$ cat config.mk
export PLATFORM = sky130hd
export DESIGN_NAME = apb_arbiter
export DESIGN_NICKNAME = d
export VERILOG_FILES = /design/src/rtl/apb_arb_pkg.sv /design/src/rtl/apb_rr_arbiter.sv /design/src/rtl/apb_arbiter.sv
export SDC_FILE = /design/constraint.sdc
export NUM_CORES = 1
export LEC_CHECK = 0
export ABC_AREA = 1
export CORE_AREA = 2 2 118 120
export DETAILED_ROUTE_END_ITERATION = 16
export DIE_AREA = 0 0 120 122
export PLACE_DENSITY = 0.74
export SLEW_MARGIN = 20
export SYNTH_ARGS = -nofsm -noshare
export SYNTH_HDL_FRONTEND = slang
export SYNTH_HIERARCHICAL = 1
export SYNTH_SLANG_ARGS = --single-unit
$ cat constraint.sdc
create_clock -name clk -period 2.85 [get_ports clk]
set_clock_uncertainty 0.2 [all_clocks]
set_input_delay 0.57 -clock clk [delete_from_list [all_inputs] [get_ports clk]]
set_output_delay 0.57 -clock clk [all_outputs]
set_load 0.01 [all_outputs]
$ cat src/rtl/apb_arb_pkg.sv
// Shared types and default widths for the two-master APB arbiter.
package apb_arb_pkg;

  localparam int ADDR_W_DEF = 32;
  localparam int DATA_W_DEF = 32;

  typedef enum logic [1:0] {
    IDLE   = 2'd0,
    SETUP  = 2'd1,
    ACCESS = 2'd2
  } state_e;

endpackage

$ cat src/rtl/apb_rr_arbiter.sv
// Two-way round-robin pick, purely combinational (zero latency, no backpressure).
// On a tie the port that did not win last time is chosen.
module apb_rr_arbiter
  import apb_arb_pkg::*;
(
  input  logic req0,
  input  logic req1,
  input  logic last_grant,
  output logic grant_vld,
  output logic grant
);

  assign grant_vld = req0 | req1;
  assign grant     = (req0 & req1) ? ~last_grant : req1;

endmodule

$ cat src/rtl/apb_arbiter.sv
// Shares one downstream APB master port between two upstream APB masters.
// Adds one SETUP cycle per transfer; upstream masters are stalled (pready=0) until served.
module apb_arbiter
  import apb_arb_pkg::*;
#(
  parameter int ADDR_W = ADDR_W_DEF,
  parameter int DATA_W = DATA_W_DEF
) (
  input  logic              clk,
  input  logic              rst_n,

  input  logic              s0_psel,
  input  logic              s0_penable,
  input  logic              s0_pwrite,
  input  logic [ADDR_W-1:0] s0_paddr,
  input  logic [DATA_W-1:0] s0_pwdata,
  output logic              s0_pready,
  output logic [DATA_W-1:0] s0_prdata,
  output logic              s0_pslverr,

  input  logic              s1_psel,
  input  logic              s1_penable,
  input  logic              s1_pwrite,
  input  logic [ADDR_W-1:0] s1_paddr,
  input  logic [DATA_W-1:0] s1_pwdata,
  output logic              s1_pready,
  output logic [DATA_W-1:0] s1_prdata,
  output logic              s1_pslverr,

  output logic              m_psel,
  output logic              m_penable,
  output logic              m_pwrite,
  output logic [ADDR_W-1:0] m_paddr,
  output logic [DATA_W-1:0] m_pwdata,
  input  logic              m_pready,
  input  logic [DATA_W-1:0] m_prdata,
  input  logic              m_pslverr
);

  state_e            state, state_nxt;
  logic              grant_q, grant_nxt;
  logic              last_q, last_nxt;
  logic              write_q, write_nxt;
  logic [ADDR_W-1:0] addr_q, addr_nxt;
  logic [DATA_W-1:0] wdata_q, wdata_nxt;

  logic              in_access;
  logic              arb_req0, arb_req1, arb_last;
  logic              arb_vld, arb_grant;
  logic              sel0, sel1;

  // Arbitration ignores upstream penable; only psel marks a pending request.
  logic              unused_penable;
  assign unused_penable = s0_penable ^ s1_penable;

  assign in_access = (state == ACCESS);

  // In the completion cycle the finishing port still shows psel, so it is masked out.
  assign arb_req0 = s0_psel & ~(in_access & ~grant_q);
  assign arb_req1 = s1_psel & ~(in_access &  grant_q);
  assign arb_last = in_access ? grant_q : last_q;

  apb_rr_arbiter u_rr (
    .req0       (arb_req0),
    .req1       (arb_req1),
    .last_grant (arb_last),
    .grant_vld  (arb_vld),
    .grant      (arb_grant)
  );

  always_ff @(posedge clk or negedge rst_n) begin
    if (!rst_n) begin
      state   <= IDLE;
      grant_q <= 1'b0;
      last_q  <= 1'b1;
      write_q <= 1'b0;
      addr_q  <= '0;
      wdata_q <= '0;
    end else begin
      state   <= state_nxt;
      grant_q <= grant_nxt;
      last_q  <= last_nxt;
      write_q <= write_nxt;
      addr_q  <= addr_nxt;
      wdata_q <= wdata_nxt;
    end
  end

  always_comb begin
    state_nxt = state;
    grant_nxt = grant_q;
    last_nxt  = last_q;
    write_nxt = write_q;
    addr_nxt  = addr_q;
    wdata_nxt = wdata_q;
    case (state)
      IDLE: begin
        if (arb_vld) begin
          state_nxt = SETUP;
          grant_nxt = arb_grant;
          write_nxt = arb_grant ? s1_pwrite : s0_pwrite;
          addr_nxt  = arb_grant ? s1_paddr  : s0_paddr;
          wdata_nxt = arb_grant ? s1_pwdata : s0_pwdata;
        end
      end
      SETUP: state_nxt = ACCESS;
      ACCESS: begin
        if (m_pready) begin
          last_nxt = grant_q;
          if (arb_vld) begin
            state_nxt = SETUP;
            grant_nxt = arb_grant;
            write_nxt = arb_grant ? s1_pwrite : s0_pwrite;
            addr_nxt  = arb_grant ? s1_paddr  : s0_paddr;
            wdata_nxt = arb_grant ? s1_pwdata : s0_pwdata;
          end else begin
            state_nxt = IDLE;
            write_nxt = 1'b0;
            addr_nxt  = '0;
            wdata_nxt = '0;
          end
        end
      end
      default: state_nxt = IDLE;
    endcase
  end

  // Request registers are cleared on return to IDLE, so they drive the bus directly.
  assign m_psel    = (state != IDLE);
  assign m_penable = in_access;
  assign m_pwrite  = write_q;
  assign m_paddr   = addr_q;
  assign m_pwdata  = wdata_q;

  assign sel0 = (state != IDLE) & ~grant_q;
  assign sel1 = (state != IDLE) &  grant_q;

  assign s0_pready  = sel0 & in_access & m_pready;
  assign s0_pslverr = sel0 & in_access & m_pslverr & m_pready;
  assign s0_prdata  = sel0 ? m_prdata : '0;

  assign s1_pready  = sel1 & in_access & m_pready;
  assign s1_pslverr = sel1 & in_access & m_pslverr & m_pready;
  assign s1_prdata  = sel1 ? m_prdata : '0;

endmodule
==> summary.txt <==
Status
  • Status: complete, no violations

Global routing
  • Largest net degree at the start of global routing: 70
  • Global route total overflow: 0
  • GRT Total Usage: 20.6%
  • Initial antenna violation count: 1
  • Vias in the first global route: 4672
  • First-pass GRT wire length: 24.1 mm

Synth
  • Largest cells by area after synthesis: nand2_1 (39%), dfrtp_1 (38%), inv_1 (9.3%)
  • Most frequent cell after synthesis: nand2_1
  • Avg Cell Area, Syn: 5.79 sq um
  • EDFF count, synth: 0
  • Syn_nets: 940
  • Seq/Total Area, Yosys: 38.7%
  • Post-synth top cells: nand2_1 (465), inv_1 (111), nor2_1 (70), dfrtp_1 (68), buf_2 (27)
  • Distinct cell type count after synthesis: 18
  • Post-synthesis async set-or-reset flop share: 100%
  • Post-synthesis cell area: 4460 sq um
  • Flops & latches, synth: 69
  • Synth top area share: 39.1%
  • Synth area leader: nand2_1
  • Main flop type after synthesis: dfrtp_1
  • Synth warn: 6
  • Post-Synthesis Cells: 770

Min path
  • Hold WC Path Type: primary input to asynchronous set/reset pin

Clock tree
  • CTS H-tree lvls: 3
  • Num CTS Buffers: 9
  • Max Root-Sink Buffers: 2
  • CTS Root Cell: clkbuf_16
  • CTS tree: done
  • Hold-fix buffers, CTS: 0
  • Setup Buffers After CTS: 0
  • Clk slew on worst S/H paths: 60 ps
  • Worst skew pair latency: 320 ps
  • Sink Count: 69

STA
  • Final worst slack: 123 ps
  • Min Tclk post-route: 2730 ps
  • Final period util: 95.7%
  • Setup violators final: 0
  • Slew HR: 41.0%
  • Max Clock Freq: 367 MHz
  • RSZ-0062 raised after global routing: no
  • TNS Setup: 0 ps
  • Worst slew pin tran: 885 ps
  • Final slew viol count: 0
  • Final hold vios: 0
  • Min Hold Slack: 164 ps

Flow run
  • Max-cap violation count: 0

Detailed routing
  • TritonRoute pass-1 iters: 5
  • Vias per inst: 4.18
  • Final ANT Viol Nets: 0
  • Drc violations: 0
  • 1st-iter DRT viols: 275
  • Via Count: 5196
  • Routed WL: 15.5 mm
  • Wire length per cell: 12.5 microns

Floorplanning
  • Std cell rows: 43
  • Full die area: 14600 sq um
  • Core ar.: 13500 sq um
  • Die Y: 122 microns
  • Initial Utilization: 33.0%
  • Ports: 305
  • Die Wd: 120 microns

Pwr
  • Sw Share: 42.1%
  • Switching power: 3.14 mW
  • Clock Power Share: 13.3%
  • Flop pwr share: 23.3%
  • Combinational fraction of design power: 63.4%
  • Power Internal: 4.31 mW
  • P per Cell Area: 936 nW/um^2
  • Max VDD drop: 0.466 mV
  • Leakage: 4.47 nW

Placed design
  • Placer congestion estimate: 0.813
  • I/O Buffers: 302
  • Dpl ws: 0.459 ps
  • Post-DP HPWL: 11.5 mm

Cells and area
  • Multi-input gate area: 2110 sq um
  • Final nets: 1226
  • Post-synthesis to final-layout area growth: 78.6%
  • Layout fillers: 1307
  • Share of layout cells above drive strength 1: 3.96%
  • Reg area: 1730 sq um

Worst setup path
  • Crit-path slowest cell: clkdlybuf4s50_1
  • Crit path kind: primary input to output pin
  • WP data arrival: 1960 ps
  • Critical Path RT: 2080 ps
  • Worst-path cell chain: clkdlybuf4s50_1, inv_1, nor2_1, nand2_1, inv_1, clkdlybuf4s50_1
  • CP endpoint kind: output pin
  • Max incr delay on CP: 530 ps
  • Worst-path fanout max: 3
  • CP startpoint kind: primary input
-- final timing paths --
path / from / slack (ps) / endpoint / cells past startpoint
setup / recovery: m_pready / 120 / s1_pready / 6
hold / removal: rst_n / 160 / m_paddr[13] / 1
setup reg to reg: state[0] / 610 / m_paddr[24] / 13
hold reg to reg: m_paddr[26] / 270 / m_paddr[26] / 2
max in group asynchronous: rst_n / 1660 / state[1] / 1
min in group clk: m_paddr[26] / 270 / m_paddr[26] / 2
-- layout by cell type (no fill, tap or decap) --
master	synthesis	final
nand2_1	465	463
clkdlybuf4s50_1	0	298
inv_1	111	110
nor2_1	70	68
dfrtp_1	68	67
buf_4	2	10
clkbuf_16	0	9
buf_12	0	6
o21ai_0	3	3
clkinv_2	0	3
inv_2	1	2
nand2_2	0	2
or2_1	2	2
clkinv_4	0	2
dlymetal6s2s_1	0	2
diode_2	0	1
nor3_1	1	1
nor2_2	0	1
nand3_2	0	1
o21ai_1	1	1
nor2_4	0	1
a21oi_2	1	1
a21oi_1	2	1
nand3_1	2	1
clkbuf_1	7	1
clkinvlp_4	0	1
dfstp_2	1	1
dlygate4sd2_1	0	1
dfrtp_2	0	1
a21oi_4	0	1
-- layer usage --
metal | vias up | share of wire (%) | track usage (%)
met4 | 0 | 2.3 | 6.99
met1 | 2260 | 44 | 26.2
met3 | 25 | 6.9 | 5.24
met5 | - | 0 | 0
met2 | 156 | 47 | 34.2
li1 | 2755 | - | -
-- flip-flops by register name, indices dropped and copies added (netlist names) --
signal	cells
m_pwrite	1
last_q	1
grant_q	1
m_pwdata	32
m_paddr	32
state	2
-- power by group through the flow --
stage / registers (mW) / logic [mW] / clock network, mW
detailed placement: 1.74 / 4.78 / 0
finish: 1.74 / 4.72 / 0.993
CTS: 1.74 / 4.80 / 1.03
global placement: 1.74 / 4.73 / 0
global route: 1.80 / 5.24 / 1.08
floorplan: 1.93 / 2.22 / 0
-- layout make-up --
type	instances	area share [%]
Tap cell	180	2.83
Multi-Input combinational cell	547	26.4
Clock inverter	6	0.503
Timing Repair Buffer	317	40.3
Sequential cell	69	21.7
Inverter	112	5.28
Clock buffer	10	2.88
Antenna cell	1	0.0314
-- worst max-delay path, delay by kind of cell --
kind                   cells  cell delay, ps
buffers and inverters      4            1120
and+or+nand+nor            2             270
-- logic make-up (layout without fill, tap and decap cells) --
logic type	count (synthesis)	after routing	synth area share, %
buf+inv	154	445	14.7
simple gates	540	540	45.7
flops	69	69	38.7
other cells	0	1	0
compound gates	7	7	0.870
-- stage by stage --
stage | instances | total power [mW] | cell area (sq um) | utilization, %
2_1_floorplan | 770 | 4.15 | 4460 | -
3_3_place_gp | 1225 | 6.46 | 7680 | 56.9
3_5_place_dp | 1225 | 6.53 | 7680 | 56.9
4_1_cts | 1241 | 7.56 | 7950 | 58.9
5_1_grt | 1241 | 8.12 | 7960 | 59.0
6_report | 1242 | 7.45 | 7960 | 59.0
-- repair_timing --
item                                    4_1_cts  5_1_grt
pin swaps                                     0        0
resized for setup                             1        5
endpoints found under the setup margin        1       24
Power figures use the tool's default switching activity.
